$ cat config.mk
export PLATFORM = sky130hd
export DESIGN_NAME = pll_lock_monitor_flat
export DESIGN_NICKNAME = d
export VERILOG_FILES = /design/src/rtl/pll_lock_monitor_if.sv /design/src/rtl/pll_lock_monitor.sv /design/src/flat_wrapper.sv
export SDC_FILE = /design/constraint.sdc
export NUM_CORES = 1
export LEC_CHECK = 0
export BUFFER_PORTS_ARGS = -buffer_cell sky130_fd_sc_hd__buf_2
export CELL_PAD_IN_SITES_DETAIL_PLACEMENT = 0
export CELL_PAD_IN_SITES_GLOBAL_PLACEMENT = 1
export CORE_UTILIZATION = 47
export CTS_CLUSTER_DIAMETER = 200
export DETAILED_ROUTE_END_ITERATION = 10
export PLACE_DENSITY = 0.77
export SETUP_SLACK_MARGIN = 0.15
export SLEW_MARGIN = 40
export SYNTH_ARGS = -nofsm -noshare
export SYNTH_HDL_FRONTEND = slang
export SYNTH_SLANG_ARGS = --single-unit
$ cat constraint.sdc
create_clock -name clk_50 -period 3.2 [get_ports clk_50]
set_input_delay 0.8 -clock clk_50 [delete_from_list [all_inputs] [get_ports clk_50]]
set_output_delay 0.8 -clock clk_50 [all_outputs]
set_load 0.01 [all_outputs]
$ cat src/rtl/pll_lock_monitor_if.sv
// Purpose : groups the observed PLL signals and the monitor's measurement
//           results into one bundle between the PLL side and the monitor.
// Ports   : vco/fb       - VCO square wave and synchronized feedback level
//           phase_err/err_valid, locked/lock_lost - phase and lock results
//           freq_count/freq_valid                 - per-gate fb edge count
//           master drives vco/fb; slave is the monitor that reports results.
interface pll_lock_monitor_if;
  logic               vco;
  logic               fb;
  logic signed [15:0] phase_err;
  logic               err_valid;
  logic               locked;
  logic               lock_lost;
  logic        [15:0] freq_count;
  logic               freq_valid;

  modport master (
    output vco, fb,
    input  phase_err, err_valid, locked, lock_lost, freq_count, freq_valid
  );

  modport slave (
    input  vco, fb,
    output phase_err, err_valid, locked, lock_lost, freq_count, freq_valid
  );
endinterface

$ cat src/rtl/pll_lock_monitor.sv
// Purpose : passive PLL observer. Measures the signed phase error between
//           vco and fb rising edges, declares lock with hysteresis, and
//           counts fb edges per fixed gate to report frequency in kHz.
// Ports   : clk_50, rst_n (async, active-low); mon (slave modport) carries
//           vco/fb in and phase_err/err_valid/locked/lock_lost/
//           freq_count/freq_valid out. Every output is registered.
module pll_lock_monitor #(
  parameter int ERR_MAX     = 4095,
  parameter int LOCK_WIN    = 8,
  parameter int UNLOCK_WIN  = 32,
  parameter int LOCK_CNT    = 64,
  parameter int GATE_CYCLES = 50000
) (
  input  logic                 clk_50,
  input  logic                 rst_n,
  pll_lock_monitor_if.slave    mon
);

  localparam int GOOD_W = $clog2(LOCK_CNT + 1);
  localparam int GATE_W = (GATE_CYCLES > 1) ? $clog2(GATE_CYCLES) : 1;

  localparam logic [15:0]       ERR_MAX_C    = 16'(ERR_MAX);
  localparam logic [15:0]       ERR_MAX_NEG  = 16'd0 - 16'(ERR_MAX);
  localparam logic [15:0]       LOCK_WIN_C   = 16'(LOCK_WIN);
  localparam logic [15:0]       UNLOCK_WIN_C = 16'(UNLOCK_WIN);
  localparam logic [GOOD_W-1:0] LOCK_CNT_C   = GOOD_W'(LOCK_CNT);
  localparam logic [GATE_W-1:0] GATE_LAST    = GATE_W'(GATE_CYCLES - 1);

  typedef enum logic [1:0] {
    IDLE     = 2'd0,
    WAIT_FB  = 2'd1,
    WAIT_VCO = 2'd2
  } state_e;

  // ---------------------------------------------------------------------------
  // Edge detection. History resets to 1 so a level already high when reset
  // is released does not register as a rising edge.
  // ---------------------------------------------------------------------------
  logic vco_prev_q;
  logic fb_prev_q;
  logic vco_rise;
  logic fb_rise;

  assign vco_rise = mon.vco & ~vco_prev_q;
  assign fb_rise  = mon.fb  & ~fb_prev_q;

  always_ff @(posedge clk_50 or negedge rst_n) begin
    if (!rst_n) begin
      vco_prev_q <= 1'b1;
      fb_prev_q  <= 1'b1;
    end else begin
      vco_prev_q <= mon.vco;
      fb_prev_q  <= mon.fb;
    end
  end

  // ---------------------------------------------------------------------------
  // Phase measurement FSM. The first edge of a pair starts cnt at 1; the
  // opposite edge closes the measurement and is consumed. Sign convention:
  // fb first (VCO lagging) is positive.
  // ---------------------------------------------------------------------------
  state_e      state_q;
  logic [15:0] cnt_q;
  logic [15:0] phase_err_q;
  logic        err_valid_q;
  logic [15:0] cnt_neg;

  assign cnt_neg = 16'd0 - cnt_q;

  always_ff @(posedge clk_50 or negedge rst_n) begin
    if (!rst_n) begin
      state_q     <= IDLE;
      cnt_q       <= '0;
      phase_err_q <= '0;
      err_valid_q <= 1'b0;
    end else begin
      err_valid_q <= 1'b0;
      case (state_q)
        IDLE: begin
          if (vco_rise && fb_rise) begin
            phase_err_q <= '0;
            err_valid_q <= 1'b1;
          end else if (vco_rise) begin
            cnt_q   <= 16'd1;
            state_q <= WAIT_FB;
          end else if (fb_rise) begin
            cnt_q   <= 16'd1;
            state_q <= WAIT_VCO;
          end
        end

        WAIT_FB: begin
          // Further vco edges are ignored; only fb can close the pair.
          if (fb_rise) begin
            phase_err_q <= cnt_neg;
            err_valid_q <= 1'b1;
            state_q     <= IDLE;
          end else if (cnt_q >= ERR_MAX_C) begin
            phase_err_q <= ERR_MAX_NEG;
            err_valid_q <= 1'b1;
            state_q     <= IDLE;
          end else begin
            cnt_q <= cnt_q + 16'd1;
          end
        end

        WAIT_VCO: begin
          if (vco_rise) begin
            phase_err_q <= cnt_q;
            err_valid_q <= 1'b1;
            state_q     <= IDLE;
          end else if (cnt_q >= ERR_MAX_C) begin
            phase_err_q <= ERR_MAX_C;
            err_valid_q <= 1'b1;
            state_q     <= IDLE;
          end else begin
            cnt_q <= cnt_q + 16'd1;
          end
        end

        default: begin
          state_q <= IDLE;
          cnt_q   <= '0;
        end
      endcase
    end
  end

  // ---------------------------------------------------------------------------
  // Lock detector with hysteresis, driven by the registered measurement.
  // Errors between LOCK_WIN and UNLOCK_WIN leave the state untouched.
  // ---------------------------------------------------------------------------
  logic [15:0]       err_mag;
  logic [GOOD_W-1:0] good_cnt_q;
  logic [GOOD_W-1:0] good_cnt_d;
  logic              locked_q;
  logic              locked_d;
  logic              lock_lost_q;
  logic              lock_lost_d;

  assign err_mag = phase_err_q[15] ? (16'd0 - phase_err_q) : phase_err_q;

  always_comb begin
    good_cnt_d  = good_cnt_q;
    locked_d    = locked_q;
    lock_lost_d = 1'b0;
    if (err_valid_q) begin
      if (err_mag <= LOCK_WIN_C) begin
        if (good_cnt_q < LOCK_CNT_C) begin
          good_cnt_d = good_cnt_q + GOOD_W'(1);
        end
        if (good_cnt_d == LOCK_CNT_C) begin
          locked_d = 1'b1;
        end
      end else if (err_mag > UNLOCK_WIN_C) begin
        good_cnt_d  = '0;
        locked_d    = 1'b0;
        lock_lost_d = locked_q;
      end
    end
  end

  always_ff @(posedge clk_50 or negedge rst_n) begin
    if (!rst_n) begin
      good_cnt_q  <= '0;
      locked_q    <= 1'b0;
      lock_lost_q <= 1'b0;
    end else begin
      good_cnt_q  <= good_cnt_d;
      locked_q    <= locked_d;
      lock_lost_q <= lock_lost_d;
    end
  end

  // ---------------------------------------------------------------------------
  // Frequency gate. An fb edge landing on the last gate cycle belongs to the
  // window that is closing, so it is folded into the reported count.
  // ---------------------------------------------------------------------------
  logic [GATE_W-1:0] gate_ctr_q;
  logic [GATE_W-1:0] gate_ctr_d;
  logic [15:0]       edge_ctr_q;
  logic [15:0]       edge_ctr_d;
  logic [15:0]       edge_sum;
  logic [15:0]       freq_count_q;
  logic [15:0]       freq_count_d;
  logic              freq_valid_q;
  logic              freq_valid_d;
  logic              gate_end;

  assign gate_end = (gate_ctr_q == GATE_LAST);
  assign edge_sum = (fb_rise && (edge_ctr_q != 16'hFFFF)) ? (edge_ctr_q + 16'd1)
                                                           : edge_ctr_q;

  always_comb begin
    gate_ctr_d   = gate_ctr_q + GATE_W'(1);
    edge_ctr_d   = edge_sum;
    freq_count_d = freq_count_q;
    freq_valid_d = 1'b0;
    if (gate_end) begin
      gate_ctr_d   = '0;
      edge_ctr_d   = '0;
      freq_count_d = edge_sum;
      freq_valid_d = 1'b1;
    end
  end

  always_ff @(posedge clk_50 or negedge rst_n) begin
    if (!rst_n) begin
      gate_ctr_q   <= '0;
      edge_ctr_q   <= '0;
      freq_count_q <= '0;
      freq_valid_q <= 1'b0;
    end else begin
      gate_ctr_q   <= gate_ctr_d;
      edge_ctr_q   <= edge_ctr_d;
      freq_count_q <= freq_count_d;
      freq_valid_q <= freq_valid_d;
    end
  end

  // ---------------------------------------------------------------------------
  // Outputs
  // ---------------------------------------------------------------------------
  assign mon.phase_err  = $signed(phase_err_q);
  assign mon.err_valid  = err_valid_q;
  assign mon.locked     = locked_q;
  assign mon.lock_lost  = lock_lost_q;
  assign mon.freq_count = freq_count_q;
  assign mon.freq_valid = freq_valid_q;

endmodule

$ cat src/flat_wrapper.sv
// flat-port wrapper written by rule: the top's interface ports become plain ports
module pll_lock_monitor_flat 
#(
  parameter int ERR_MAX     = 4095,
  parameter int LOCK_WIN    = 8,
  parameter int UNLOCK_WIN  = 32,
  parameter int LOCK_CNT    = 64,
  parameter int GATE_CYCLES = 50000
)
  (clk_50, rst_n, mon_vco, mon_fb, mon_phase_err, mon_err_valid, mon_locked, mon_lock_lost, mon_freq_count, mon_freq_valid);
  pll_lock_monitor_if mon_i ();
  input  logic clk_50;
  input  logic rst_n;
  input wire logic [$bits(mon_i.vco)-1:0] mon_vco;
  input wire logic [$bits(mon_i.fb)-1:0] mon_fb;
  output wire logic [$bits(mon_i.phase_err)-1:0] mon_phase_err;
  output wire logic [$bits(mon_i.err_valid)-1:0] mon_err_valid;
  output wire logic [$bits(mon_i.locked)-1:0] mon_locked;
  output wire logic [$bits(mon_i.lock_lost)-1:0] mon_lock_lost;
  output wire logic [$bits(mon_i.freq_count)-1:0] mon_freq_count;
  output wire logic [$bits(mon_i.freq_valid)-1:0] mon_freq_valid;
  assign mon_i.vco = mon_vco;
  assign mon_i.fb = mon_fb;
  assign mon_phase_err = mon_i.phase_err;
  assign mon_err_valid = mon_i.err_valid;
  assign mon_locked = mon_i.locked;
  assign mon_lock_lost = mon_i.lock_lost;
  assign mon_freq_count = mon_i.freq_count;
  assign mon_freq_valid = mon_i.freq_valid;
  pll_lock_monitor #(.ERR_MAX(ERR_MAX), .LOCK_WIN(LOCK_WIN), .UNLOCK_WIN(UNLOCK_WIN), .LOCK_CNT(LOCK_CNT), .GATE_CYCLES(GATE_CYCLES)) u_core (.clk_50(clk_50), .rst_n(rst_n), .mon(mon_i));
endmodule
==> flow_metrics.py, run 1 <==
metrics = {
    "global_routing": {
        "grt_usage_pct": 21.02,
        "antenna_found_initial": 0,
        "grt_pass1_wl_mm": 21.36,
        "grt_max_degree": 70,
        "overflow": 0,
        "grt_pass1_vias": 4374,
    },
    "sta": {
        "fin_setup_tns_ns": 0,
        "fin_skew_ns": 0.005972,
        "fmax_ghz": 0.3722,
        "setup_viol": 0,
        "rsz0062_at_grt": "false",
        "period_needed_ns": 2.687,
        "drv_slew": 0,
        "slew_headroom_pct": 51.32,
        "finalHoldViolations": 0,
        "fin_crit_sh_pct": 83.96,
        "worst_slack_ns": 0.5134,
        "worstMarginPinSlew_ns": 0.7302,
    },
    "setup_path": {
        "critPathTopFamily": "compound AO/OA/AOI/OAI gates",
        "crit_fanout": 8,
        "cp-start-kind": "flop",
        "cp.arrival_ns": 2.93,
        "cp-end-kind": "flop",
        "worstPathRequired_ns": 3.44,
        "path_class": "flop to flop",
        "path_cells": "inv_1 -> ha_1 -> or3b_1 -> nor3_1 -> mux2i_1 -> o21ai_4 -> o41ai_4 -> o21ai_1 -> o31ai_1",
        "max_stage_delay_ns": 0.46,
        "worst-path-buf-inv": 1,
        "crit_slowest_cell": "dfrtp_1",
    },
    "route": {
        "drt_iter0_drc": 348,
        "routedWlPerCell_um": 15.36,
        "wirelength_mm": 12.46,
        "drc": 1,
        "dr.pass1.iters": 10,
        "avgViaCountPerCell": 5.699,
        "route.vias.total": 4622,
        "postRouteAntennaNets": 0,
    },
    "power": {
        "irDropWorstVdd_v": 0.0004166,
        "p_leak_nw": 2.601,
        "power_density_nw_per_um2": 938.3,
    },
    "placed_design": {
        "gp_congestion": 0.8278,
        "place_inst": 795,
        "io_buffers": 39,
        "pre_cts_ws_ns": 0.5155,
        "dpl_cell_area_um2": 5897,
        "dpl.hpwl_mm": 8.893,
    },
    "outcome": {
        "violations": "DRC",
        "status": "complete, but fails checks",
    },
    "logic_synthesis": {
        "synth_top_area_share_pct": 41.19,
        "synth-edff-count": 0,
        "synth-seq-cells": 95,
        "synth_cells": 646,
        "async_flop_share_pct": 100.0,
        "ys_seq_area_share_pct": 42.12,
        "yosysTopAreaCell": "dfrtp_1",
        "postSynthAreaPerCell_um2": 8.747,
        "yosys_warnings": 0,
        "synth_cell_types": 85,
        "synth_area_um2": 5650,
        "yosys-top-cells-area": "dfrtp_1, nor2_1, a21oi_1",
        "synthesis.nets": 661,
        "synth_flop_cell": "dfrtp_1",
    },
    "hold_path": {
        "min_path_type": "primary input to asynchronous set/reset pin",
    },
    "clock_tree": {
        "cts_setup_buffers": 0,
        "numClockSinks": 95,
        "cts_root_buf": "clkbuf_16",
        "clockBufferDepth": 2,
        "cts_resized": 0,
        "numCtsBuffers": 9,
        "cts_htree_levels": 3,
        "path_clk_slew_ns": 0.06,
        "clk_latency_ns": 0.34,
        "ctsHoldBuffers": 0,
        "tritoncts": "done",
    },
    "cells_and_area": {
        "syn_to_final_growth_pct": 9.721,
        "stdcell_count": 811,
        "drive_above_1_share_pct": 13.92,
        "final_util_pct": 53.61,
        "fin_area_um2": 6200,
        "n_antenna_cell": 0,
        "nets": 678,
    },
    "job": {
        "maxCapViolCount": 0,
    },
    "floorplan": {
        "num_rows": 39,
        "design.die.area_um2": 12460,
        "chipWidth_um": 111.6,
        "io_pins": 40,
        "coreArea_um2": 11560,
        "die_h_um": 111.6,
        "start_util_pct": 48.86,
    },
}
[metal layers]
layer  track usage [%]  vias up  share of wire [%]
met1             30.31     2220                 51
met3             3.430       11                2.7
met2             32.42       69                 45
li1                  -     2322                  -
met5                 0        -                  0
met4             6.396        0                1.3
[synth_stat cells, types with 4 or more instances]
library cell  instances
buf_2                10
nor2b_1               7
and3_1                8
nand2_1              65
nand2b_1              7
nor2_1               98
nand4_1              12
xnor2_1              16
a21o_1                4
nand3_1              20
mux2i_1               5
ha_1                 11
and4_1                4
nor4_1                6
a31oi_1               4
o21ai_1              27
clkbuf_1             24
dfrtp_1              93
or3_1                 4
o31ai_1              12
a21oi_1              49
nor3_1               17
o21ai_0              26
inv_1                20
xor2_1               13
and2_1                5
[metrics by stage]
step           power [W]  hold WS (ns)
6_report        0.005817        0.4563
5_1_grt         0.006273        0.4927
3_5_place_dp    0.004747        0.4564
4_1_cts         0.005853        0.4661
3_3_place_gp    0.004711        0.4479
2_1_floorplan   0.004135        0.4329
[cells in the final DEF, fill, tap and decap left out, drive strengths merged, types with 7 or more instances in the layout]
master	n
nor4	9
inv	23
buf	46
a21oi	50
nor3	20
o21ai	54
xor2	13
nand2b	7
clkbuf	9
nand3	20
nor2	98
o31ai	12
nand2	65
nor2b	7
and3	9
dfrtp	93
ha	11
xnor2	17
nand4	13
[final timing paths]
path	slack (ns)	to	startpoint	cells past startpoint
max in group asynchronous	2.07	u_core.good_cnt_q[5]	rst_n	2
hold reg to reg	0.46	u_core.gate_ctr_q[0]	u_core.gate_ctr_q[0]	1
min in group clk_50	0.46	u_core.gate_ctr_q[0]	u_core.gate_ctr_q[0]	1
setup / recovery	0.51	u_core.good_cnt_q[3]	u_core.mon.phase_err[0]	9
setup reg to reg	0.51	u_core.good_cnt_q[3]	u_core.mon.phase_err[0]	9
hold / removal	0.46	u_core.mon.phase_err[6]	rst_n	1
[flip-flops by register name (all words and copies together), names as in the netlist]
name / flops
u_core.mon.lock_lost: 1
u_core.state_q: 2
u_core.vco_prev_q: 1
u_core.mon.freq_valid: 1
u_core.edge_ctr_q: 16
u_core.good_cnt_q: 7
u_core.fb_prev_q: 1
u_core.mon.freq_count: 16
u_core.gate_ctr_q: 16
u_core.cnt_q: 16
u_core.mon.locked: 1
u_core.mon.err_valid: 1
u_core.mon.phase_err: 16
[worst reg2reg max path: cells and delay by family, from the launching register on]
| kind | cells | cell delay, ns |
|---|---|---|
| compound gates | 4 | 0.81 |
| fa+ha+maj | 1 | 0.27 |
| buf+inv | 1 | 0.14 |
| flops | 1 | 0.46 |
| mux | 1 | 0.31 |
| simple gates | 2 | 0.61 |
[area by class of cell]
cell class,instances,area [um2]
Fill cell,1086,5365
Clock buffer,9,225.2
Multi-Input combinational cell,491,3009
Timing Repair Buffer,46,254.0
Sequential cell,95,2380
Inverter,20,75.07
Clock inverter,7,77.57
Tap cell,143,178.9
[power by group]
| group | switching, W | internal [W] | total, W |
|---|---|---|---|
| clock network | 0.000468 | 0.000615 | 0.00108 |
| registers | 0.000398 | 0.00137 | 0.00177 |
| logic | 0.00175 | 0.00121 | 0.00296 |
[cell families (layout without fill, tap and decap cells)]
| kind of cell | Yosys count | after routing | synth area share, % |
|---|---|---|---|
| compound gates | 163 | 163 | 19.04 |
| xor+xnor | 30 | 30 | 4.783 |
| fa+ha+maj | 11 | 11 | 2.436 |
| buf+inv | 60 | 82 | 4.650 |
| flops | 95 | 95 | 42.12 |
| mux | 5 | 5 | 0.8858 |
| simple gates | 282 | 282 | 26.09 |
Power figures use the tool's default switching activity.
==> inputs of run 2 (changes only) <==
--- a/config.mk
+++ b/config.mk
@@ -8,10 +8,10 @@
 export BUFFER_PORTS_ARGS = -buffer_cell sky130_fd_sc_hd__buf_2
 export CELL_PAD_IN_SITES_DETAIL_PLACEMENT = 0
 export CELL_PAD_IN_SITES_GLOBAL_PLACEMENT = 1
-export CORE_UTILIZATION = 47
+export CORE_UTILIZATION = 42
 export CTS_CLUSTER_DIAMETER = 200
 export DETAILED_ROUTE_END_ITERATION = 10
-export PLACE_DENSITY = 0.77
+export PLACE_DENSITY = 0.72
 export SETUP_SLACK_MARGIN = 0.15
 export SLEW_MARGIN = 40
 export SYNTH_ARGS = -nofsm -noshare
==> constraint.sdc (replaced) <==
create_clock -name clk_50 -period 2.2 [get_ports clk_50]
set_input_delay 0.55 -clock clk_50 [delete_from_list [all_inputs] [get_ports clk_50]]
set_output_delay 0.55 -clock clk_50 [all_outputs]
set_load 0.01 [all_outputs]
==> run 2 against run 1 <==
The run ends with setup timing left; power grew 88%; fmax grew 17%; clock power grew 47%; hold slack lost 0.31 ns; die area grew 12%; count of clock-buffer cells in the layout grew 2; wire length grew 20%; cell count grew 18%; combinational power grew 130%; largest power group unchanged; highest routed layer unchanged.
==> flow_metrics.py, run 2 (synthesized netlist as in run 1, its figures left out) <==
metrics = {
    "outcome": {
        "status": "complete, but fails checks",
        "violations": "setup timing",
    },
    "setup_path": {
        "cp-end-kind": "flop",
        "max_stage_delay_ns": 0.43,
        "path_class": "flop to flop",
        "cp.arrival_ns": 2.55,
        "crit_fanout": 7,
        "crit_top_cell": "nor3_4",
        "worstPathRequired_ns": 2.45,
        "cp-start-kind": "flop",
        "crit_slowest_cell": "dfrtp_2",
        "path_cells": "inv_2 -> ha_4 -> or3b_4 -> nor3_4 -> mux2i_2 -> o21ai_4 -> nor3_4 -> nand2_2 -> o31ai_1",
    },
    "clock_tree": {
        "clockBufferDepth": 2,
        "cts_root_buf": "clkbuf_16",
        "path_clk_slew_ns": 0.07,
        "numCtsBuffers": 9,
        "clk_latency_ns": 0.35,
        "tritoncts": "done",
        "ctsHoldBuffers": 0,
        "numClockSinks": 95,
        "cts_htree_levels": 3,
    },
    "floorplan": {
        "io_pins": 40,
        "num_rows": 42,
        "design.die.area_um2": 13920,
        "start_util_pct": 42.84,
        "die_h_um": 118.0,
        "coreArea_um2": 13190,
        "chipWidth_um": 118.0,
    },
    "placed_design": {
        "io_buffers": 39,
        "gp_congestion": 0.9199,
        "dpl_cell_area_um2": 6576,
        "place_inst": 904,
        "dpl.hpwl_mm": 10.29,
        "pre_cts_ws_ns": -0.1348,
    },
    "power": {
        "irDropWorstVdd_v": 0.0006875,
        "power_density_nw_per_um2": 1431,
        "p_leak_nw": 3.293,
    },
    "route": {
        "wirelength_mm": 14.95,
        "drc": 0,
        "dr.pass1.iters": 5,
        "drt_iter0_drc": 287,
        "postRouteAntennaNets": 0,
        "avgViaCountPerCell": 5.455,
        "route.vias.total": 5204,
        "routedWlPerCell_um": 15.67,
    },
    "sta": {
        "period_needed_ns": 2.299,
        "slew_headroom_pct": 67.45,
        "finalHoldViolations": 0,
        "fin_setup_tns_ns": -0.4389,
        "setup_viol": 7,
        "worst_slack_ns": -0.09931,
        "rsz0062_at_grt": "true",
        "worstMarginPinSlew_ns": 0.4845,
        "fin_skew_ns": 0.007925,
        "fin_crit_sh_pct": 104.5,
        "fmax_ghz": 0.4349,
        "drv_slew": 0,
    },
    "cells_and_area": {
        "syn_to_final_growth_pct": 35.27,
        "fillers": 1164,
        "multi_input_area_um2": 3481,
        "final_cell_mix": "buf_4, nor2_1, dfrtp_1",
        "stdcell_count": 954,
        "n_antenna_cell": 0,
        "fin_area_um2": 7644,
        "drive_above_1_share_pct": 35.48,
        "nets": 788,
        "layout_commonest_cell": "buf_4",
        "seqCellArea_um2": 2385,
    },
    "job": {
        "maxCapViolCount": 0,
    },
    "global_routing": {
        "grt_usage_pct": 21.48,
        "antenna_found_initial": 0,
        "grt_pass1_wl_mm": 24.20,
        "overflow": 0,
        "grt_max_degree": 54,
        "grt_pass1_vias": 5071,
    },
    "hold_path": {
        "min_path_type": "primary input to asynchronous set/reset pin",
    },
}
## run 2: critical path, delay by kind of cell (launching register included)
kind	cells	cell delay [ns]
AOI/OAI and AO/OA	2	0.38
muxes	1	0.28
buffers and inverters	1	0.09
and+or+nand+nor	4	0.87
DFF	1	0.43
adders and majority gates	1	0.15
## run 2: area by class of cell
cell class | count | area share, %
clock buffer | 11 | 3.045
multi-input combinational | 491 | 45.54
inverter | 20 | 1.015
sequential | 95 | 31.20
tap | 176 | 2.881
timing repair buffer | 156 | 15.49
clock inverter | 5 | 0.8348
## run 2: stage by stage
stage	utilization (%)	hold WS, ns	total power [W]
after floorplan	-	0.2544	0.006119
after global placement	49.86	0.4457	0.007898
after detailed placement	49.86	0.4755	0.008041
after CTS	54.35	0.1519	0.01012
after global routing	57.95	0.1766	0.01166
final	57.95	0.1457	0.01094
## run 2: what timing repair did
item,4_1_cts,5_1_grt
resized for setup,29,72
pin swaps,37,53
gates cloned,0,3
setup endpoints to repair,55,62
setup buffers,21,10
## run 2: report_power, final
group          internal, W  switching (W)
Clock             0.000893       0.000700
Sequential         0.00201       0.000420
Combinational      0.00334        0.00357
Total              0.00625        0.00469
## run 2: final timing paths
check,start,depth (start not counted),endpoint,slack (ns)
worst max-delay path,u_core.mon.phase_err[1],9,u_core.good_cnt_q[5],-0.1
worst min-delay path,rst_n,1,u_core.mon.phase_err[0],0.15
worst max register to register,u_core.mon.phase_err[1],9,u_core.good_cnt_q[5],-0.1
worst min register to register,u_core.gate_ctr_q[0],1,u_core.gate_ctr_q[0],0.48
max in group asynchronous,rst_n,2,u_core.vco_prev_q,1.44
min in group clk_50,mon_vco,1,u_core.vco_prev_q,0.31
## run 2: routing by layer
| metal | GRT usage [%] | up-vias | wire length, um |
|---|---|---|---|
| met2 | 35.29 | 91 | 7356 |
| met3 | 3.537 | 30 | 455 |
| met4 | 7.933 | 0 | 332 |
| met5 | 0 | - | 0 |
| met1 | 28.40 | 2525 | 6805 |
| li1 | - | 2558 | - |
==> inputs of run 3 (changes only) <==
--- a/config.mk
+++ b/config.mk
@@ -8,10 +8,10 @@
 export BUFFER_PORTS_ARGS = -buffer_cell sky130_fd_sc_hd__buf_2
 export CELL_PAD_IN_SITES_DETAIL_PLACEMENT = 0
 export CELL_PAD_IN_SITES_GLOBAL_PLACEMENT = 1
-export CORE_UTILIZATION = 42
+export CORE_UTILIZATION = 47
 export CTS_CLUSTER_DIAMETER = 200
 export DETAILED_ROUTE_END_ITERATION = 10
-export PLACE_DENSITY = 0.72
+export PLACE_DENSITY = 0.77
 export SETUP_SLACK_MARGIN = 0.15
 export SLEW_MARGIN = 40
 export SYNTH_ARGS = -nofsm -noshare
==> constraint.sdc (replaced) <==
create_clock -name clk_50 -period 2.35 [get_ports clk_50]
set_input_delay 0.5875 -clock clk_50 [delete_from_list [all_inputs] [get_ports clk_50]]
set_output_delay 0.5875 -clock clk_50 [all_outputs]
set_load 0.01 [all_outputs]
==> run 3 against run 2 <==
The run ends with DRC left; fmax fell by 0.85%; combinational power shrank 18%; sequential cell count unchanged; wire length decreased by 11%; sequential share of layout area is 3.6 points higher; power down 15%; largest cell class unchanged; largest power group unchanged.
==> flow_metrics.py, run 3 (synthesized netlist as in run 1, its figures left out) <==
metrics = {
    "power": {
        "clkPwrFrac_pct": 14.7,
        "intPower_w": 0.005311,
        "power_density_nw_per_um2": 1364,
        "total_power_w": 0.009339,
        "switchingPower_w": 0.004028,
        "power_frac_comb_pct": 60.8,
        "irDropWorstVdd_v": 0.0008733,
        "swShare_pct": 43.13,
        "p_leak_nw": 2.922,
        "power_frac_seq_pct": 24.5,
    },
    "cells_and_area": {
        "fillers": 1010,
        "drive_above_1_share_pct": 25.41,
        "fin_area_um2": 6845,
        "layout_commonest_cell": "nor2_1",
        "n_antenna_cell": 0,
        "syn_to_final_growth_pct": 21.15,
        "nets": 735,
        "seqCellArea_um2": 2384,
        "multi_input_area_um2": 3202,
        "final_cell_mix": "nor2_1, dfrtp_1, nand2_1",
    },
    "job": {
        "maxCapViolCount": 0,
    },
    "clock_tree": {
        "ctsHoldBuffers": 0,
        "clk_latency_ns": 0.36,
        "cts_htree_levels": 3,
        "cts_root_buf": "clkbuf_16",
        "path_clk_slew_ns": 0.07,
        "clockBufferDepth": 2,
        "numClockSinks": 95,
        "numCtsBuffers": 9,
        "tritoncts": "done",
    },
    "placed_design": {
        "dpl_cell_area_um2": 6264,
        "dpl.hpwl_mm": 9.571,
        "io_buffers": 39,
        "gp_congestion": 0.8413,
    },
    "route": {
        "dr.pass1.iters": 8,
        "avgViaCountPerCell": 5.618,
        "route.vias.total": 4871,
        "routedWlPerCell_um": 15.43,
        "wirelength_mm": 13.38,
        "postRouteAntennaNets": 0,
        "drc": 4,
        "drt_iter0_drc": 305,
    },
    "sta": {
        "worstMarginPinSlew_ns": 0.5182,
        "slew_headroom_pct": 65.18,
        "fmax_ghz": 0.4312,
        "fin_skew_ns": 0.01393,
        "fin_crit_sh_pct": 98.68,
        "rsz0062_at_grt": "true",
        "drv_slew": 0,
        "period_needed_ns": 2.319,
        "setup_viol": 0,
        "finalHoldViolations": 0,
    },
    "setup_path": {
        "worstPathRequired_ns": 2.61,
        "cp-end-kind": "flop",
        "cp.arrival_ns": 2.58,
        "cp-start-kind": "flop",
        "crit_fanout": 7,
        "path_class": "flop to flop",
    },
    "global_routing": {
        "antenna_found_initial": 0,
        "grt_pass1_wl_mm": 22.45,
        "overflow": 0,
        "grt_pass1_vias": 4699,
        "grt_max_degree": 53,
        "grt_usage_pct": 22.54,
    },
    "outcome": {
        "status": "complete, but fails checks",
        "violations": "DRC",
    },
    "floorplan": {
        "design.die.area_um2": 12460,
        "die_h_um": 111.6,
        "start_util_pct": 48.86,
        "coreArea_um2": 11560,
        "chipWidth_um": 111.6,
        "io_pins": 40,
        "num_rows": 39,
    },
    "hold_path": {
        "min_path_type": "primary input to asynchronous set/reset pin",
    },
}
[run 3: cell count changes in the layout (fill, tap and decap cells not counted), moves of 3 or more]
cell     change
a21oi_1      +6
a21oi_2      -5
buf_4       -48
nand2_1      +8
nand2_2      -5
nand2_4      -3
nor2_4       -4
o21ai_1      +5
o21ai_2      -6
o31ai_1      +3
xnor2_1      +5
xnor2_2      -4
[run 3: final cells by class]
type	instances	area share, %
clock buffers	11	3.546
clock inverters	4	0.4387
inverters	20	1.133
multi-input cells	491	46.77
flip-flops and latches	95	34.82
well taps	143	2.614
repair buffers	103	10.67
[run 3: worst paths after layout]
check	from	endpoint	slack [ns]	cells after the start
setup / recovery	u_core.mon.phase_err[0]	u_core.good_cnt_q[2]	0.03	9
hold / removal	rst_n	u_core.good_cnt_q[5]	0.18	1
setup reg to reg	u_core.mon.phase_err[0]	u_core.good_cnt_q[2]	0.03	9
hold reg to reg	u_core.gate_ctr_q[0]	u_core.gate_ctr_q[0]	0.47	1
max in group asynchronous	rst_n	u_core.fb_prev_q	1.43	2
min in group clk_50	mon_vco	u_core.vco_prev_q	0.36	1
[run 3: timing repair]
action,in CTS,in global routing
buffers inserted,6,10
setup endpoints to repair,23,51
gates cloned,0,0
pin swaps,8,25
gates resized for setup,9,33
[run 3: layer usage]
layer  global-route usage (%)  vias to the layer above  wire (um)
li1                         -                     2434          -
met1                    30.36                     2329       6460
met2                    35.98                       85       6210
met3                    3.157                       23        392
met4                    10.54                        0        312
met5                        0                        -          0
[run 3: critical path: stages (launching register included)]
cell,delay [ns]
dfrtp_2,0.45
inv_4,0.10
ha_4,0.13
or3b_4,0.40
nor3_4,0.14
mux2i_2,0.29
o21ai_4,0.16
o41ai_4,0.36
o21ai_1,0.13
o31ai_2,0.08
[run 3: power by group through the flow]
| stage | Sequential (W) | Combinational, W | Clock [W] |
|---|---|---|---|
| floorplan | 0.00223 | 0.00348 | 0 |
| finish | 0.00229 | 0.00568 | 0.00137 |
| CTS | 0.00228 | 0.00484 | 0.00141 |
| global placement | 0.00230 | 0.00463 | 0 |
| global route | 0.00234 | 0.00618 | 0.00147 |
| detailed placement | 0.00231 | 0.00472 | 0 |
[run 3: per-stage QoR]
stage	setup TNS, ns	std cells	hold slack, ns	worst slack [ns]	util (%)
6_report	0	867	0.1824	0.03102	59.19
2_1_floorplan	0	646	0.2919	0.07848	-
3_3_place_gp	0	836	0.4483	0.06544	54.16
5_1_grt	-0.5250	867	0.2144	-0.09633	59.19
4_1_cts	0	857	0.1913	0.06302	57.21
3_5_place_dp	-0.02110	836	0.4719	-0.01206	54.16
